### src/rtl/seq_divider.sv
// seq_divider: multi-cycle unsigned restoring divider.
// One subtract (P + ~B + 1) per clock, MSB of the dividend first, WIDTH steps.
// Optional feature macro: DIV_ZERO_CHECK_EN. When it is defined, a zero divisor
// takes a one-cycle short path and raises DivByZero. When it is not defined,
// DivByZero is tied low.
module seq_divider #(
  parameter int WIDTH = 4
) (
  input  logic             Clk,
  input  logic             Rst_n,
  input  logic             Start,
  input  logic [WIDTH-1:0] A,
  input  logic [WIDTH-1:0] B,
  output logic [WIDTH-1:0] Quotient,
  output logic [WIDTH-1:0] Remainder,
  output logic             Busy,
  output logic             Done,
  output logic             DivByZero
);

  localparam int CW = (WIDTH > 2) ? $clog2(WIDTH) : 1;

  typedef enum logic [1:0] {S_IDLE, S_CALC, S_DONE} state_t;

  state_t           r_state, w_state_nxt;
  logic [CW-1:0]    r_cnt;
  // r_a shifts dividend bits out of the top and quotient bits in at the bottom.
  logic [WIDTH-1:0] r_a;
  logic [WIDTH-1:0] r_b;
  logic [WIDTH-1:0] r_p;
  logic [WIDTH-1:0] r_quot, r_rem;
  logic             r_busy, r_done;

  logic             w_accept, w_step, w_last;
  logic [WIDTH:0]   w_p_sh, w_d;
  logic [WIDTH-1:0] w_p_nxt;
  logic             w_qbit;
`ifdef DIV_ZERO_CHECK_EN
  logic             w_zero_path;
  logic             r_dbz;
`endif

  // One restoring step. A set top bit of D means a borrow, so P is kept.
  // After a restore P < B, so the next partial remainder always fits in WIDTH bits.
  assign w_p_sh  = {r_p, r_a[WIDTH-1]};
  assign w_d     = w_p_sh + ~{1'b0, r_b} + {{WIDTH{1'b0}}, 1'b1};
  assign w_qbit  = ~w_d[WIDTH];
  assign w_p_nxt = w_qbit ? w_d[WIDTH-1:0] : w_p_sh[WIDTH-1:0];

  // State register.
  always_ff @(posedge Clk or negedge Rst_n) begin
    if (!Rst_n) r_state <= S_IDLE;
    else        r_state <= w_state_nxt;
  end

  // Next-state logic and per-cycle control strobes.
  always_comb begin
    w_state_nxt = r_state;
    w_accept    = 1'b0;
    w_step      = 1'b0;
    w_last      = 1'b0;
`ifdef DIV_ZERO_CHECK_EN
    w_zero_path = 1'b0;
`endif
    case (r_state)
      S_IDLE: begin
        if (Start) begin
          w_accept    = 1'b1;
          w_state_nxt = S_CALC;
`ifdef DIV_ZERO_CHECK_EN
          if (B == '0) begin
            w_zero_path = 1'b1;
            w_state_nxt = S_DONE;
          end
`endif
        end
      end
      S_CALC: begin
        w_step = 1'b1;
        if (r_cnt == CW'(WIDTH - 1)) begin
          w_last      = 1'b1;
          w_state_nxt = S_DONE;
        end
      end
      S_DONE:  w_state_nxt = S_IDLE;
      default: w_state_nxt = S_IDLE;
    endcase
  end

  // Operand latch and iteration datapath.
  always_ff @(posedge Clk or negedge Rst_n) begin
    if (!Rst_n) begin
      r_a   <= '0;
      r_b   <= '0;
      r_p   <= '0;
      r_cnt <= '0;
    end else if (w_accept) begin
      r_a   <= A;
      r_b   <= B;
      r_p   <= '0;
      r_cnt <= '0;
    end else if (w_step) begin
      r_a   <= {r_a[WIDTH-2:0], w_qbit};
      r_p   <= w_p_nxt;
      r_cnt <= r_cnt + CW'(1);
    end
  end

  // Registered status flags, derived from where the FSM is heading.
  always_ff @(posedge Clk or negedge Rst_n) begin
    if (!Rst_n) begin
      r_busy <= 1'b0;
      r_done <= 1'b0;
    end else begin
      r_busy <= (w_state_nxt == S_CALC);
      r_done <= (w_state_nxt == S_DONE);
    end
  end

  // Result registers: hold until the next accepted request reloads them.
  always_ff @(posedge Clk or negedge Rst_n) begin
    if (!Rst_n) begin
      r_quot <= '0;
      r_rem  <= '0;
    end else if (w_last) begin
      r_quot <= {r_a[WIDTH-2:0], w_qbit};
      r_rem  <= w_p_nxt;
    end
`ifdef DIV_ZERO_CHECK_EN
    else if (w_zero_path) begin
      r_quot <= '1;
      r_rem  <= A;
    end
`endif
  end

`ifdef DIV_ZERO_CHECK_EN
  // Divide-by-zero flag: set by the short path, cleared by a nonzero accept.
  always_ff @(posedge Clk or negedge Rst_n) begin
    if (!Rst_n)        r_dbz <= 1'b0;
    else if (w_accept) r_dbz <= w_zero_path;
  end
  assign DivByZero = r_dbz;
`else
  assign DivByZero = 1'b0;
`endif

  assign Quotient  = r_quot;
  assign Remainder = r_rem;
  assign Busy      = r_busy;
  assign Done      = r_done;

endmodule

### config.mk
export PLATFORM = sky130hd
export DESIGN_NAME = seq_divider
export DESIGN_NICKNAME = d
export VERILOG_FILES = /design/src/rtl/seq_divider.sv
export SDC_FILE = /design/constraint.sdc
export NUM_CORES = 1
export LEC_CHECK = 0
export CORE_MARGIN = 5
export CORE_UTILIZATION = 47
export DETAILED_ROUTE_END_ITERATION = 12
export PLACE_DENSITY = 0.78
export SLEW_MARGIN = 30
export SYNTH_ARGS = -nofsm -noshare
export SYNTH_HDL_FRONTEND = slang
export SYNTH_SLANG_ARGS = --single-unit
### constraint.sdc
create_clock -name Clk -period 2.1 [get_ports Clk]
set_input_delay 0.525 -clock Clk [delete_from_list [all_inputs] [get_ports Clk]]
set_output_delay 0.525 -clock Clk [all_outputs]
set_load 0.005 [all_outputs]
* Yosys cells after proc, flatten, opt, wreduce, memory -nomap -nowiden
Index checks and enable logic that the tools add are counted.
Word-level totals: input port bits 11, bits in registers 26, logic and storage cells 35, output and inout bits 11
Operators by class: mux-type cells 15, add/subtract/negate cells 3, reduce and logical (&&, ||, !) cells 2, eq/ne operators 4, bitwise operators 2
Operators with widths (count):
- 4-bit two-way mux | 5
- 2-bit two-way mux | 4
- 5-bit by 1-bit adder with 5-bit output (second input constant) | 1
- 5-bit adder | 1
- 1-bit two-way mux | 5
- 4-bit inverter with 5-bit output | 1
- 2-bit by 1-bit == test with 1-bit output (second input constant) | 2
- 2-bit == test (second input constant) | 2
- 2-bit one-hot mux with 2 select lines | 1
- 2-bit by 1-bit adder with 2-bit output (second input constant) | 1
- 2-bit logical NOT | 1
- 2-bit nonzero test | 1
- 1-bit inverter | 1

* Depth between registers and ports, before layout
Gate-level depths: netlist of the first run.
depth after elaboration 6, mapped depth 8

* Least setup slack after synthesis of the first run
Ideal clock, no wire load.
path kind register to register, from register r_a[3], to register r_rem[0] (netlist: Remainder[0]), setup slack 0.019 ns, data arrival time 1.999 ns, period minus slack after synthesis 2.081 ns, cell stages (with the launch flop) 9, path through dfrtp_1 -> inv_1 -> ha_1 -> inv_1 -> fa_1 -> a211oi_4 -> nor2_2 -> or3_1 -> a31oi_1
Between the ends: cells in the longest elaborated chain, start to end 3
Ends and longest elaborated chain:
- start, declared | line 28 | logic [WIDTH-1:0] r_a;
- start signal, assigned | line 103 | r_a <= {r_a[WIDTH-2:0], w_qbit};
- 5-bit adder | line 46 | assign w_d = w_p_sh + ~{1'b0, r_b} + {{WIDTH{1'b0}}, 1'b1};
- 5-bit by 1-bit adder with 5-bit output | line 46
- 4-bit two-way mux (*) | line 48 | assign w_p_nxt = w_qbit ? w_d[WIDTH-1:0] : w_p_sh[WIDTH-1:0];
- end signal, assigned | line 127 | r_rem <= w_p_nxt;
- end, declared | line 31 | logic [WIDTH-1:0] r_quot, r_rem;
Mark *: on every way between the ends. The rest lies on a longest branch, timed or not. A chain may end at the register's enable or synchronous reset.

* Final worst setup path of the first run
Same ends and word-level chain as after synthesis.

==> results of run 1 <==
==> final cells by class <==
cell class                 instances  share of cell area, %
timing repair buffer              32                   16.7
sequential                        26                   37.0
clock buffer                       3                   1.28
multi-input combinational        101                   39.1
tap                               31                   2.21
inverter                           9                   1.92
clock inverter                     1                   1.71
==> stage by stage <==
step	hold WS, ns	setup WS [ns]	instances
final	0.495	0.0212	203
after global routing	0.529	-0.114	203
after detailed placement	0.469	-0.0778	196
after CTS	0.504	0.0456	201
after floorplan	0.229	0.0191	142
after global placement	0.459	0.0369	196
==> path summary, 6_finish.rpt <==
check	start	endpoint	slack, ns	cells past startpoint
setup / recovery	r_a[3]	Remainder[0]	0.02	9
hold / removal	Quotient[3]	Quotient[3]	0.49	2
setup reg to reg	r_a[3]	Remainder[0]	0.02	9
hold reg to reg	Quotient[3]	Quotient[3]	0.49	2
max in group asynchronous	Rst_n	r_state[0]	1.30	2
min in group asynchronous	Rst_n	r_p[2]	0.54	2
==> routing by layer <==
layer	share of wire (%)	wire length, um	vias to the layer above
met3	8.8	301	6
li1	-	-	562
met2	52	1760	57
met1	38	1300	585
met5	0	0	-
met4	1.3	43	0
==> sequential cells by signal, summed over array words and instances, names as in the netlist <==
signal / cells
Quotient: 4
r_p: 4
r_a: 4
Done: 1
r_cnt: 2
Busy: 1
Remainder: 4
r_b: 4
r_state: 2
==> worst max-delay path: cells and delay by family, from the launching register on <==
kind / cells / cell delay [ns]
AOI/OAI and AO/OA: 3 / 0.70
adders and majority gates: 2 / 0.52
and+or+nand+nor: 1 / 0.09
DFF: 1 / 0.41
buffers and inverters: 3 / 0.27
==> placed cells by master (no fill, tap or decap), types with 2 or more instances in the layout <==
master,Yosys,final
nand2_1,30,29
o21ai_1,0,2
inv_2,0,2
o21bai_1,3,3
nor2_1,5,5
nand2b_1,2,2
inv_1,8,6
a31oi_1,4,4
a22oi_1,4,4
clkdlybuf4s50_1,0,20
nand3_1,4,3
o21ai_0,11,9
o31ai_1,4,3
buf_4,1,11
a21oi_2,0,2
xor2_1,2,2
dfrtp_1,26,26
nor4_1,4,3
ha_1,5,4
clkbuf_4,0,3
==> timing repair <==
action / CTS / global route
resized for setup: 2 / 14
setup buffers: 1 / 2
pin swaps: 2 / 7
setup endpoints to repair: 7 / 8
==> logic make-up (layout without fill, tap and decap cells) <==
logic type | after synthesis | in the layout | synth area share [%]
AOI/OAI and AO/OA | 37 | 37 | 19.7
DFF | 26 | 26 | 48.6
xor gates and xnor gates | 2 | 2 | 1.31
buffers and inverters | 15 | 45 | 4.49
muxes | 1 | 1 | 0.841
and+or+nand+nor | 54 | 54 | 18.6
adders and majority gates | 6 | 6 | 6.17
other | 1 | 1 | 0.280
==> where the power goes <==
group	internal, uW	switching (uW)
clock network	193	149
logic	900	1110
registers	736	181
==> out/qor.txt, run 1 <==
status - complete, no violations
mean post-synth cell area - 9.43 um2
static leakage - 0.000770 uW
row count - 19
io pins - 22
drt pass-1 iters - 4
wire length of the first global-routing pass - 5.40 mm
met3 global-route usage - 5.15%
clk slew on worst S/H paths - 0.15 ns
layout cells sized above 1 - 19.2%
finished layout cell area - 0.00176 mm2
DP HPWL - 2.39 mm
fill count - 222
Mapped Area - 0.00134 mm2
register area - 651 um2
Vias/cell - 5.96
Worst EP arrival - 2.31 ns
Setup crit start kind - flip-flop
Sink Count - 26
Synth area leaders - dfrtp_1 (49%), nand2_1 (8.4%), ha_1 (4.7%)
slowest stage delay, CP - 0.41 ns
Max clock buf depth - 2
pwr dens - 1860 mW/mm2
syn nets - 159
die width - 63.4 um
Final setup viols - 0
met1 usage - 20.9%
pin count of the biggest net entering global routing - 27
Num CTS Buffers - 3
CTS tree - built
Critical Path, Cell by Cell - inv_2 > ha_4 > inv_2 > fa_2 > a211oi_4 > nor2_2 > buf_4 > o21ai_0 > a31oi_1
Core Footprint - 0.00273 mm2
worst-skew pair later-pin latency - 0.33 ns
period utilization - 99.0%
RSZ-0062 raised after global routing - yes
share of the yosys chip area belonging to registers - 48.6%
cell at the slowest stage of the critical path - dfrtp_1
Crit Path Category - flip-flop to flip-flop
hold_buf cts - 0
Util after Layout - 64.3%
Layout area overhead - 31.2%
peak supply drop - 1290 uV
Cell variety after synth - 38
ys async rst share - 100%
initial drt markers - 64
top-area cell type share of the netlist area - 48.6%
synthesized netlist cell count - 142
Ant. Diodes - 0
GPL Wtd Cong - 0.918
most common flop cell mapped by yosys - dfrtp_1
Die Y - 63.4 um
Slew Viols, Final - 0
H-tree depth - 1
Fmax achieved - 481 MHz
largest area contributor in the synthesized netlist - dfrtp_1
Routed Antenna Nets - 0
total power after layout - 3270 uW
Worst Path Max Fanout - 5
Hold Violations, Final - 0
DR WL/cell - 16.8 um
TNS Setup - 0 ns
# port buffers - 20
# DRC - 0
count of flip-flops with a built-in enable after synthesis - 0
max cap viols - 0
grt peak-use layer - met2
global router's overall resource usage - 16.3%
routed vias - 1,210
final WL - 3.41 mm
HP Class - flip-flop to flip-flop
Final Critical Period - 2.08 ns
most common cell in the netlist - nand2_1
clk root buf - clkbuf_4
global-route track usage on met2 - 26.4%
clk_skew - 0.0163 ns
area post-placement - 0.00162 mm2
Starting Density - 49.0%
GRT overflow - 0
DIE AREA - 0.00402 mm2
most frequent CP cell - inv_2
critical path capture point type - flip-flop
area occupied by multi-input gates - 687 um2
vias in the first global route - 1,215
WP data required - 2.33 ns
Worst slew margin - 63.1%
NumNets Final - 190
FF+latch count, synth - 26
initial antenna violation count - 0
worst slew pin tran - 0.551 ns
Post-synth top cells - nand2_1 (30), dfrtp_1 (26), o21ai_0 (11)
Synth warnings - 0
No activity file was read; power rests on OpenSTA's default activity.
==> run 2, diff against run 1 <==
--- a/config.mk
+++ b/config.mk
@@ -13,3 +13,4 @@
 export SYNTH_ARGS = -nofsm -noshare
 export SYNTH_HDL_FRONTEND = slang
 export SYNTH_SLANG_ARGS = --single-unit
+export TNS_END_PERCENT = 10
==> run 2 against run 1 <==
Net effect:
- utilization shrank 1.0 points
- non-clock buffer count shrank 1
- final area shrank 1.6%
- clock power is essentially flat
- count of clock-buffer cells in the layout is the same
- wire length shrank 2.2%
- critical path type unchanged
- critical endpoint is now r_p[1]
- largest cell class unchanged
- largest power group unchanged
==> out/qor.txt, run 2 (synthesized netlist as in run 1, its figures left out) <==
cell at the slowest stage of the critical path - dfrtp_1
worst path bufs/invs - 3
static leakage - 0.000763 uW
critical path capture point type - flip-flop
placed insts - 196
max cap viols - 0
hold_buf cts - 0
Vias/cell - 5.75
Core Footprint - 0.00273 mm2
global router's overall resource usage - 16.2%
Worst EP arrival - 2.29 ns
Non-Filler Instances - 202
RSZ-0062 raised after global routing - yes
GPL Wtd Cong - 0.918
pin count of the biggest net entering global routing - 27
fill count - 229
Starting Density - 49.0%
GRT overflow - 0
slowest stage delay, CP - 0.41 ns
layout cells sized above 1 - 17.5%
Die Y - 63.4 um
initial drt markers - 54
pre-CTS WS - -0.0778 ns
clk root buf - clkbuf_4
DP HPWL - 2.39 mm
total power after layout - 3180 uW
WP data required - 2.31 ns
Hold Violations, Final - 0
NumNets Final - 189
Critical Path, Cell by Cell - inv_2 > ha_4 > inv_2 > fa_2 > a211oi_4 > buf_6 > nor4_1 > a41oi_1 > nand3_1
Num CTS Buffers - 3
H-tree depth - 1
final WL - 3.34 mm
Layout area overhead - 29.2%
# port buffers - 20
vias in the first global route - 1,188
worst-skew pair later-pin latency - 0.33 ns
HP Class - flip-flop to flip-flop
Final Critical Period - 2.08 ns
slack of the critical path - 0.0174 ns
row count - 19
drt pass-1 iters - 4
clk slew on worst S/H paths - 0.15 ns
Slew Viols, Final - 0
Ant. Diodes - 0
io pins - 22
pwr dens - 1840 mW/mm2
Max clock buf depth - 2
DR WL/cell - 16.5 um
CTS tree - built
wire length of the first global-routing pass - 5.37 mm
die width - 63.4 um
most common cell after layout, fill and taps aside - nand2_1
status - complete, no violations
initial antenna violation count - 0
most frequent CP cell - inv_2
peak supply drop - 1290 uV
routed vias - 1,162
Fmax achieved - 480 MHz
final hold slack - 0.495 ns
Final setup viols - 0
Setup crit start kind - flip-flop
Routed Antenna Nets - 0
period utilization - 99.2%
clk_skew - 0.0137 ns
largest delay contributor family on the critical path - compound AO/OA/AOI/OAI gates
most frequent cells in the layout - nand2_1 (30), dfrtp_1 (26), clkdlybuf4s50_1 (20)
Worst Path Max Fanout - 5
DIE AREA - 0.00402 mm2
# DRC - 0
Crit Path Category - flip-flop to flip-flop
Sink Count - 26
[run 2: cell types whose count changed in the layout (fill, tap and decap cells not counted), sizes merged]
| cell | delta |
|---|---|
| buf | -1 |
[run 2: power by group]
part           switching (uW)  total (uW)  internal [uW]
Sequential                179         914            736
Combinational            1050        1930            875
Clock                     150         343            193
Total                    1380        3180           1800
[run 2: through the flow]
stage / util [%] / cell area [um2] / TNS, ns
finish: 63.2 / 1730 / 0
global route: 63.2 / 1730 / -0.518
CTS: 61.4 / 1680 / 0
detailed placement: 59.2 / 1620 / -0.225
global placement: 59.2 / 1620 / 0
floorplan: - / 1340 / 0
[run 2: worst reg2reg max path, cell delays in order, from the launching register on]
cell and delay (ns):
dfrtp_1 0.41, inv_2 0.08, ha_4 0.13, inv_2 0.04, fa_2 0.39, a211oi_4 0.39
buf_6 0.17, nor4_1 0.05, a41oi_1 0.19, nand3_1 0.10
[run 2: cell type report]
class	count	area [um2]	area share [%]
Clock buffer	3	22.5	1.30
Multi-Input combinational cell	101	667	38.6
Clock inverter	1	30.0	1.74
Inverter	9	33.8	1.95
Timing Repair Buffer	31	287	16.6
Sequential cell	26	651	37.6
Tap cell	31	38.8	2.24
[run 2: path summary, 6_finish.rpt]
path | end | cells past startpoint | from | slack, ns
max in group asynchronous | Busy | 2 | Rst_n | 1.30
min in group asynchronous | Done | 2 | Rst_n | 0.54
worst max register to register | r_p[1] | 9 | r_a[3] | 0.02
worst min-delay path | Quotient[3] | 2 | Quotient[3] | 0.49
worst min register to register | Quotient[3] | 2 | Quotient[3] | 0.49
worst max-delay path | r_p[1] | 9 | r_a[3] | 0.02
[run 2: metal layers]
layer,up-vias,track usage (%),part of all wire (%)
met5,-,0,0
met4,0,3.38,0.69
met3,2,4.97,5.7
met2,34,26.5,51
met1,565,21.1,43
li1,561,-,-
[run 2: repair_timing]
action | in CTS | in global routing
resized for setup | 2 | 10
pin swaps | 2 | 7
hold endpoints to repair | 0 | 0
setup endpoints to repair | 7 | 8
setup buffers | 0 | 2
